==> config.mk <==
export PLATFORM = sky130hd
export DESIGN_NAME = message_scroll_ctrl
export DESIGN_NICKNAME = d
export VERILOG_FILES = /design/src/rtl/scroll_ctrl_pkg.sv /design/src/rtl/message_scroll_ctrl_digit_scan.sv /design/src/rtl/message_scroll_ctrl.sv
export SDC_FILE = /design/constraint.sdc
export NUM_CORES = 1
export LEC_CHECK = 0
export BUFFER_PORTS_ARGS = -buffer_cell sky130_fd_sc_hd__buf_2
export CAP_MARGIN = 15
export CORE_MARGIN = 8
export CORE_UTILIZATION = 57
export CTS_BUF_LIST = sky130_fd_sc_hd__clkbuf_4 sky130_fd_sc_hd__clkbuf_8
export CTS_CLUSTER_DIAMETER = 50
export DETAILED_ROUTE_END_ITERATION = 7
export PLACE_DENSITY_LB_ADDON = 0.1
export SKIP_CTS_REPAIR_TIMING = 1
export SLEW_MARGIN = 30
export SYNTH_ARGS = -nofsm -noshare
export SYNTH_HDL_FRONTEND = slang
export SYNTH_SLANG_ARGS = --single-unit
export TNS_END_PERCENT = 10
==> constraint.sdc <==
create_clock -name clk -period 2.6 [get_ports clk]
set_input_delay 0.26 -clock clk [delete_from_list [all_inputs] [get_ports clk]]
set_output_delay 0.26 -clock clk [all_outputs]
set_load 0.01 [all_outputs]
==> src/rtl/scroll_ctrl_pkg.sv <==
// Shared types and constants for the scrolling message display controller.
// The RUN state is only used when SCROLL_CTRL_AUTO_EN is defined.
package scroll_ctrl_pkg;

    typedef enum logic {
        PAUSE = 1'b0,
        RUN   = 1'b1
    } state_e;

    localparam int NUM_DIGITS = 4;

    // Active-low anode enables indexed by digit; digit 0 is the leftmost (an[3]).
    localparam logic [NUM_DIGITS-1:0][3:0] AN_TABLE = {4'b1110, 4'b1101, 4'b1011, 4'b0111};

endpackage

==> src/rtl/message_scroll_ctrl_digit_scan.sv <==
// Display refresh scanner: holds each digit for REFRESH_DIV cycles, cycling 0..3.
// frame_end is high in the last cycle of digit 3, marking where the pointer may move.
module digit_scan
    import scroll_ctrl_pkg::*;
#(
    parameter int REFRESH_DIV = 25000
) (
    input  logic       clk,
    input  logic       reset,
    output logic [1:0] digit,
    output logic       frame_end
);

    localparam int SW = (REFRESH_DIV > 1) ? $clog2(REFRESH_DIV) : 1;

    logic [SW-1:0] slot_cnt_q, slot_cnt_d;
    logic [1:0]    digit_q, digit_d;
    logic          slot_term;

    always_comb begin
        slot_term  = (slot_cnt_q == SW'(REFRESH_DIV - 1));
        slot_cnt_d = slot_term ? '0 : slot_cnt_q + 1'b1;
        digit_d    = slot_term ? digit_q + 1'b1 : digit_q;
    end

    always_ff @(posedge clk) begin
        if (reset) begin
            slot_cnt_q <= '0;
            digit_q    <= '0;
        end else begin
            slot_cnt_q <= slot_cnt_d;
            digit_q    <= digit_d;
        end
    end

    assign digit     = digit_q;
    assign frame_end = slot_term && (digit_q == 2'(NUM_DIGITS - 1));

endmodule

==> src/rtl/message_scroll_ctrl.sv <==
// Scrolls a MSG_LEN-entry message across a 4-digit multiplexed display; advances commit at frame ends.
// Define SCROLL_CTRL_AUTO_EN to add the PAUSE/RUN auto-scroll timer driven by mode_pulse.
module message_scroll_ctrl
    import scroll_ctrl_pkg::*;
#(
    parameter int MSG_LEN       = 16,
    parameter int REFRESH_DIV   = 25000,
    parameter int SCROLL_PERIOD = 50000000
) (
    input  logic       clk,
    input  logic       reset,
    input  logic       step_pulse,
    input  logic       mode_pulse,
    output logic [3:0] an,
    output logic [3:0] char_addr,
    output logic [3:0] pointer,
    output logic       running,
    output logic       step_ack
);

    localparam logic [3:0] ADDR_MASK = 4'(MSG_LEN - 1);

    logic [1:0] digit;
    logic       frame_end;
    logic [3:0] pointer_q, pointer_d;
    logic       pending_q, pending_d;
    logic       auto_tick;
    logic       req;
    logic       commit;

    digit_scan #(.REFRESH_DIV(REFRESH_DIV)) u_digit_scan (
        .clk       (clk),
        .reset     (reset),
        .digit     (digit),
        .frame_end (frame_end)
    );

`ifdef SCROLL_CTRL_AUTO_EN
    localparam int SCW = (SCROLL_PERIOD > 1) ? $clog2(SCROLL_PERIOD) : 1;

    state_e         state_q, state_d;
    logic [SCW-1:0] scroll_cnt_q, scroll_cnt_d;

    always_comb begin
        state_d      = state_q;
        scroll_cnt_d = '0;
        auto_tick    = (state_q == RUN) && (scroll_cnt_q == SCW'(SCROLL_PERIOD - 1));
        if (mode_pulse) begin
            state_d = (state_q == RUN) ? PAUSE : RUN;
        end else if (state_q == RUN && !step_pulse && !auto_tick) begin
            scroll_cnt_d = scroll_cnt_q + 1'b1;
        end
    end

    always_ff @(posedge clk) begin
        if (reset) begin
            state_q      <= PAUSE;
            scroll_cnt_q <= '0;
        end else begin
            state_q      <= state_d;
            scroll_cnt_q <= scroll_cnt_d;
        end
    end

    assign running = (state_q == RUN);
`else
    logic unused_mode_pulse;

    assign unused_mode_pulse = mode_pulse;
    assign auto_tick         = 1'b0;
    assign running           = 1'b0;
`endif

    // A request landing on the frame boundary commits immediately rather than waiting a frame.
    always_comb begin
        req       = step_pulse | auto_tick;
        commit    = frame_end & (pending_q | req);
        pointer_d = pointer_q;
        pending_d = pending_q | req;
        if (commit) begin
            pointer_d = (pointer_q + 4'd1) & ADDR_MASK;
            pending_d = 1'b0;
        end
    end

    always_ff @(posedge clk) begin
        if (reset) begin
            pointer_q <= '0;
            pending_q <= 1'b0;
        end else begin
            pointer_q <= pointer_d;
            pending_q <= pending_d;
        end
    end

    assign an        = AN_TABLE[digit];
    assign char_addr = (pointer_q + {2'b00, digit}) & ADDR_MASK;
    assign pointer   = pointer_q;
    assign step_ack  = commit & ~reset;

endmodule

# Yosys cells after proc, flatten, opt, wreduce, memory -nomap -nowiden
# Index checks and enable logic that the tools add are counted.
# word_totals
ff_bits	22
output_inout_bits	14
elab_cells	20
# classes
addsub	4
magnitude_cmp	1
eq_ne	2
muxes	2
bitwise	4
reduce_logical	3
# ops
op	count
$add 15x1->15 const B	1
$eq 15x15->1 const B	1
$bmux 4 s2	1
$add 4x1->4 const B	1
$add 4x2->4	1
$mux 4	1
$reduce_or 2->1	2
$lt 2x3->1 const B	1
$add 2x1->2 const B	1
$and 1x1->1	2
$eq 2x2->1 const B	1
$logic_and 1x1->1	1
$not 1->1	1
$or 1x1->1	1

# Logic depth before layout (Yosys ltp)
# Gate-level depths: netlist of the first run.
# logic_depth
word_depth	4
ltp_mapped	7
ltp_nobuf	5

# Modules after synthesis
# Synthesis of the first run repeated with hierarchy kept, for this count alone.
# unflattened
cells_unflattened	122
hier_area_um2	1079.8
# modules_own_cells
mod	instances	cells_per_inst	area_each_um2	seq_area_each_um2
digit_scan	1	84	758.2	340.3
message_scroll_ctrl	1	38	321.6	100.1

# Worst setup path before layout of the first run
# No wires, ideal clock.
# synth_timing
path_type	reg-to-reg
start	register u_digit_scan.slot_cnt_q[6]
end	register pointer_q[3] (netlist: pointer[3])
setup_ns	0.071
arrival_ns	2.115
setup_slack_ns	0.415
stages_incl_launch_ff	6
path_buffers	1
synth_period_minus_slack_ns	2.185
cell_sequence	dfxtp_1 > or4_4 > or4_4 > buf_6 > or4_1 > a21oi_1
# synth_between
elab_chain_cells	3
# synth_rtl
element	line_no	source
start: declaration	message_scroll_ctrl_digit_scan.sv:16	logic [SW-1:0] slot_cnt_q, slot_cnt_d;
start signal: assignment	message_scroll_ctrl_digit_scan.sv:31	slot_cnt_q <= slot_cnt_d;
$eq 15x15->1	message_scroll_ctrl_digit_scan.sv:21	slot_term = (slot_cnt_q == SW'(REFRESH_DIV - 1));
$logic_and 1x1->1	message_scroll_ctrl_digit_scan.sv:37	assign frame_end = slot_term && (digit_q == 2'(NUM_DIGITS - 1));
$and 1x1->1	message_scroll_ctrl.sv:77	commit = frame_end & (pending_q | req);
end signal: assignment	message_scroll_ctrl.sv:91	pointer_q <= pointer_d;
end: declaration	message_scroll_ctrl.sv:25	logic [3:0] pointer_q, pointer_d;
# No other way between the ends.
# A chain may end at the register's enable or synchronous reset.

# Worst setup path in the final report of the first run
# layout_timing
start	register u_digit_scan.slot_cnt_q[9]
end	output port step_ack
# layout_between
elab_chain_cells	4
# layout_rtl
element	line_no	source
$eq 15x15->1	message_scroll_ctrl_digit_scan.sv:21	
$logic_and 1x1->1	message_scroll_ctrl_digit_scan.sv:37	
$and 1x1->1	message_scroll_ctrl.sv:77	
$and 1x1->1	message_scroll_ctrl.sv:99	assign step_ack = commit & ~reset;
end: declaration	message_scroll_ctrl.sv:18	output logic step_ack
# No other way between the ends.

==> results of run 1 <==
==> area by class of cell <==
| type | count | area, µm² | share of cell area |
|---|---|---|---|
| multi-input cells | 92 | 612 | 0.495 |
| flip-flops and latches | 22 | 440 | 0.357 |
| repair buffers | 15 | 75.1 | 0.0608 |
| inverters | 10 | 37.5 | 0.0304 |
| clock buffers | 4 | 36.3 | 0.0294 |
| well taps | 27 | 33.8 | 0.0274 |
==> path summary, 6_finish.rpt <==
check	cells after the start	slack, ps	endpoint	start
worst max-delay path	4	200	step_ack	u_digit_scan.slot_cnt_q[9]$_SDFF_PP0_
worst min-delay path	2	240	pointer[2]$_SDFFE_PP0P_	reset
worst max register to register	4	380	pointer[3]$_SDFFE_PP0P_	u_digit_scan.slot_cnt_q[9]$_SDFF_PP0_
worst min register to register	1	450	u_digit_scan.slot_cnt_q[0]$_SDFF_PP0_	u_digit_scan.slot_cnt_q[0]$_SDFF_PP0_
==> critical path, delay by kind of cell, from the launching register on <==
kind / cells / cell delay (ps)
buf+inv: 1 / 160
simple gates: 3 / 1300
flops: 1 / 380
==> cell usage after synthesis (2+ instances only) <==
| master | instances | share of area |
|---|---|---|
| nor2_1 | 22 | 0.074 |
| nor4_1 | 4 | 0.022 |
| o31ai_1 | 2 | 0.013 |
| xor2_1 | 3 | 0.024 |
| or4_1 | 2 | 0.013 |
| xnor2_1 | 13 | 0.10 |
| clkbuf_1 | 2 | 0.0067 |
| dfxtp_1 | 22 | 0.39 |
| nand2_1 | 6 | 0.020 |
| nor3_1 | 6 | 0.027 |
| a21oi_1 | 4 | 0.018 |
| nand4_1 | 4 | 0.022 |
| ha_1 | 8 | 0.090 |
| or4_4 | 2 | 0.020 |
| nand3_1 | 6 | 0.027 |
| inv_1 | 10 | 0.034 |
==> power breakdown <==
part | leakage (nW) | internal (W) | switching [W]
Clock | 0.0210 | 0.0000854 | 0.0000991
Sequential | 0.178 | 0.000342 | 0.00000382
Combinational | 0.288 | 0.00000622 | 0.0000110
==> cell families (layout without fill, tap and decap cells) <==
kind of cell | Yosys count | after routing
muxes | 1 | 1
buffers and inverters | 14 | 29
and+or+nand+nor | 56 | 56
other | 1 | 1
adders and majority gates | 9 | 9
AOI/OAI and AO/OA | 9 | 9
DFF | 22 | 22
xor gates and xnor gates | 16 | 16
==> sequential cells by signal, indices dropped and copies added (netlist names) <==
register	cells
u_digit_scan.digit	2
u_digit_scan.slot_cnt_q	15
pending_q	1
pointer	4
==> metrics by stage <==
stage,utilization,hold WS (ps),instance area (µm²),instances,setup WS [ps]
floorplan,-,418,1120,128,415
global placement,0.630,427,1200,166,446
detailed placement,0.630,436,1200,166,420
CTS,0.649,234,1230,170,195
global route,0.649,249,1230,170,79.1
finish,0.649,240,1230,170,196
==> metal layers <==
layer  up-vias  part of all wire
met1       415              0.42
met3         7             0.078
met2        30              0.48
met5         -                 0
li1        462                 -
met4         0             0.022
==> qor.yml, run 1 <==
status: "finished, final reports clean"
layout_min_cycle_time_ps: 2400
overflow: 0
ios: 18
met1_usage: 0.125
critPathLaunchType: "register"
synth_mux_area_frac: 0.0101
die_area_um2: 3630
synthXorXnorAreaFrac: 0.126
clk_pin_slew_ps: 120
dpl.hpwl_um: 1530
drive_above_1_share: 0.147
yosysUniqueCellTypes: 28
numPortBuffers: 15
clock_latency_ps: 300
cp-end-kind: "output port"
die_w_um: 60.3
grt_first_pass_wirelength_um: 3450
vdd_drop_max_mv: 0.265
max_slew_margin: 0.591
synthCells: 128
grt_pass1_vias: 879
synth_top_family_by_area: "simple AND/OR/NAND/NOR gates"
worst_clock_skew_ps: 1.81
yosysSeqAreaShare: 0.395
fmax_ghz: 0.416
firstDrtPassIters: 4
grt_max_degree: 15
grt_util_met3: 0.0237
cts_tree: "yes"
leakagePower_nw: 0.487
viasPerCell: 5.38
syn_area_um2: 1120
synth_nets: 141
track_usage: 0.122
hold_class: "primary input to register"
timing.setup.tns_ps: 0
ys_warn_count: 0
drcViolationCount: 0
fin_crit_sh: 0.924
drtAntennaViolNets: 0
synth_fa_ha_area_frac: 0.108
cp_max_fo: 9
synth_compound_gate_area_share: 0.0471
met2_usage: 0.223
synth-edff-count: 0
cts_made_buffers: 3
grt_setup_unrepaired: "false"
diodes: 0
final_cell_mix: "nor2_1, dfxtp_1, buf_2"
start_util: 0.587
total_power_w: 0.000548
synth_flop_cell: "dfxtp_1"
worstPathRequired_ps: 2340
busiest_layer: "met2"
synthToLayoutAreaGrowth_pct: 10.6
rows: 16
powerDensity_nw_per_um2: 443
worstSetupPathType: "register to output port"
initialDrtViolationCount: 11
setup-violations-final: 0
nets: 157
avgRoutedWirePerCell_um: 11.7
num_vias: 914
slowest_delay_ps: 590
cp.arrival_ps: 2140
slowest_stage: "or4_4"
clock_sinks: 22
slew_violations: 0
ys_async_sr_fraction: 0
worstPathCellList: "or4_4 -> or4_4 -> nor3_1 -> buf_2"
crit_top_cell: "or4_4"
fp.dieH_um: 60.3
tightestPinTransition_ps: 608
hold_viol: 0
antenna_found_initial: 0
totalWireLength_um: 2000
nFillCells: 175
core_um2: 1900
syn_area_per_cell_um2: 8.72
h-tree-depth: 1
cts_root_buffer: "clkbuf_4"
maxCapViolCount: 0
synthSimpleGateAreaFrac: 0.254
cts_buffer_depth: 2
gp_congestion: 0.837
ys_ff_latch: 22
(Power assumes the default switching activity.)
==> run 2, diff against run 1 <==
- PLACE_DENSITY: unset -> 0.8
- PLACE_DENSITY_LB_ADDON: 0.1 -> unset
==> qor.yml, run 2 (same netlist as run 1, synthesis figures left out) <==
status: "finished, final reports clean"
setup-violations-final: 0
drive_above_1_share: 0.147
gp_congestion: 0.855
fin_crit_sh: 0.919
fmax_ghz: 0.418
leakagePower_nw: 0.487
numPortBuffers: 15
tightestPinTransition_ps: 589
finalWorstSetupSlack_ps: 209
nets: 157
grt_pass1_vias: 831
vdd_drop_max_mv: 0.374
multi_input_area_um2: 612
rows: 16
place_area_um2: 1200
layout_min_cycle_time_ps: 2390
worstPathRequired_ps: 2340
track_usage: 0.121
totalWireLength_um: 2000
die_area_um2: 3630
fp.dieH_um: 60.3
top_register: "u_digit_scan.slot_cnt_q"
num_vias: 901
drcViolationCount: 0
critPathLaunchType: "register"
final_util: 0.649
whs_ps: 220
cp-end-kind: "output port"
hold_viol: 0
grt_max_degree: 15
worstSetupPathType: "register to output port"
h-tree-depth: 1
grt_setup_unrepaired: "false"
max_slew_margin: 0.604
clock_sinks: 22
initialDrtViolationCount: 17
timing.setup.tns_ps: 0
maxCapViolCount: 0
synthToLayoutAreaGrowth_pct: 10.6
nFillCells: 171
drtAntennaViolNets: 0
place_ws_ps: 414
cts_made_buffers: 3
cts_tree: "yes"
ff_latch_area_um2: 440
start_util: 0.587
viasPerCell: 5.30
overflow: 0
powerDensity_nw_per_um2: 449
cts_buffer_depth: 2
die_w_um: 60.3
final_cell_mix: "nor2_1, dfxtp_1, buf_2"
slew_violations: 0
antenna_found_initial: 0
worst_clock_skew_ps: 4.89
cp_max_fo: 9
firstDrtPassIters: 4
clock_latency_ps: 320
core_um2: 1900
cp.arrival_ps: 2130
ios: 18
cts_root_buffer: "clkbuf_4"
grt_first_pass_wirelength_um: 3330
hold_class: "primary input to register"
dpl.hpwl_um: 1530
largest_register_ffs: 15
diodes: 0
finalInstanceArea_um2: 1230
avgRoutedWirePerCell_um: 11.8
clk_pin_slew_ps: 120
==> run 2: cell counts in the layout (fill, tap and decap cells not counted) <==
Identical to the previous run, type by type.
==> run 2: power by group <==
part | internal, W | total, W | switching, W
registers | 0.000342 | 0.000346 | 0.00000381
clock network | 0.0000858 | 0.000192 | 0.000106
logic | 0.00000620 | 0.0000169 | 0.0000107
==> run 2: metrics by stage <==
stage               cells  total power [W]
floorplan             128         0.000367
global placement      166         0.000370
detailed placement    166         0.000370
CTS                   170         0.000561
global route          170         0.000572
finish                170         0.000554
==> run 2: path summary, 6_finish.rpt <==
path / cells after the start / slack [ps] / end / from
worst min-delay path: 2 / 220 / u_digit_scan.digit[0]$_SDFFE_PP0P_ / reset
worst min register to register: 1 / 460 / u_digit_scan.slot_cnt_q[0]$_SDFF_PP0_ / u_digit_scan.slot_cnt_q[0]$_SDFF_PP0_
worst max register to register: 4 / 390 / pointer[3]$_SDFFE_PP0P_ / u_digit_scan.slot_cnt_q[6]$_SDFF_PP0_
worst max-delay path: 4 / 210 / step_ack / u_digit_scan.slot_cnt_q[6]$_SDFF_PP0_
==> run 2: cell type report <==
cell class,instances,share of cell area
multi-input combinational,92,0.495
sequential,22,0.357
timing repair buffer,15,0.0608
inverter,10,0.0304
clock buffer,4,0.0294
tap,27,0.0274
==> run 2: critical path: stages, from the launching register on <==
cell	delay, ps
dfxtp_1	360
or4_4	540
or4_4	580
nor3_1	170
buf_2	150
==> run 2: routing by layer <==
| layer | GRT usage | part of all wire |
|---|---|---|
| met1 | 0.114 | 0.43 |
| met2 | 0.224 | 0.47 |
| met3 | 0.0280 | 0.076 |
| met4 | 0.0816 | 0.026 |
| met5 | 0 | 0 |
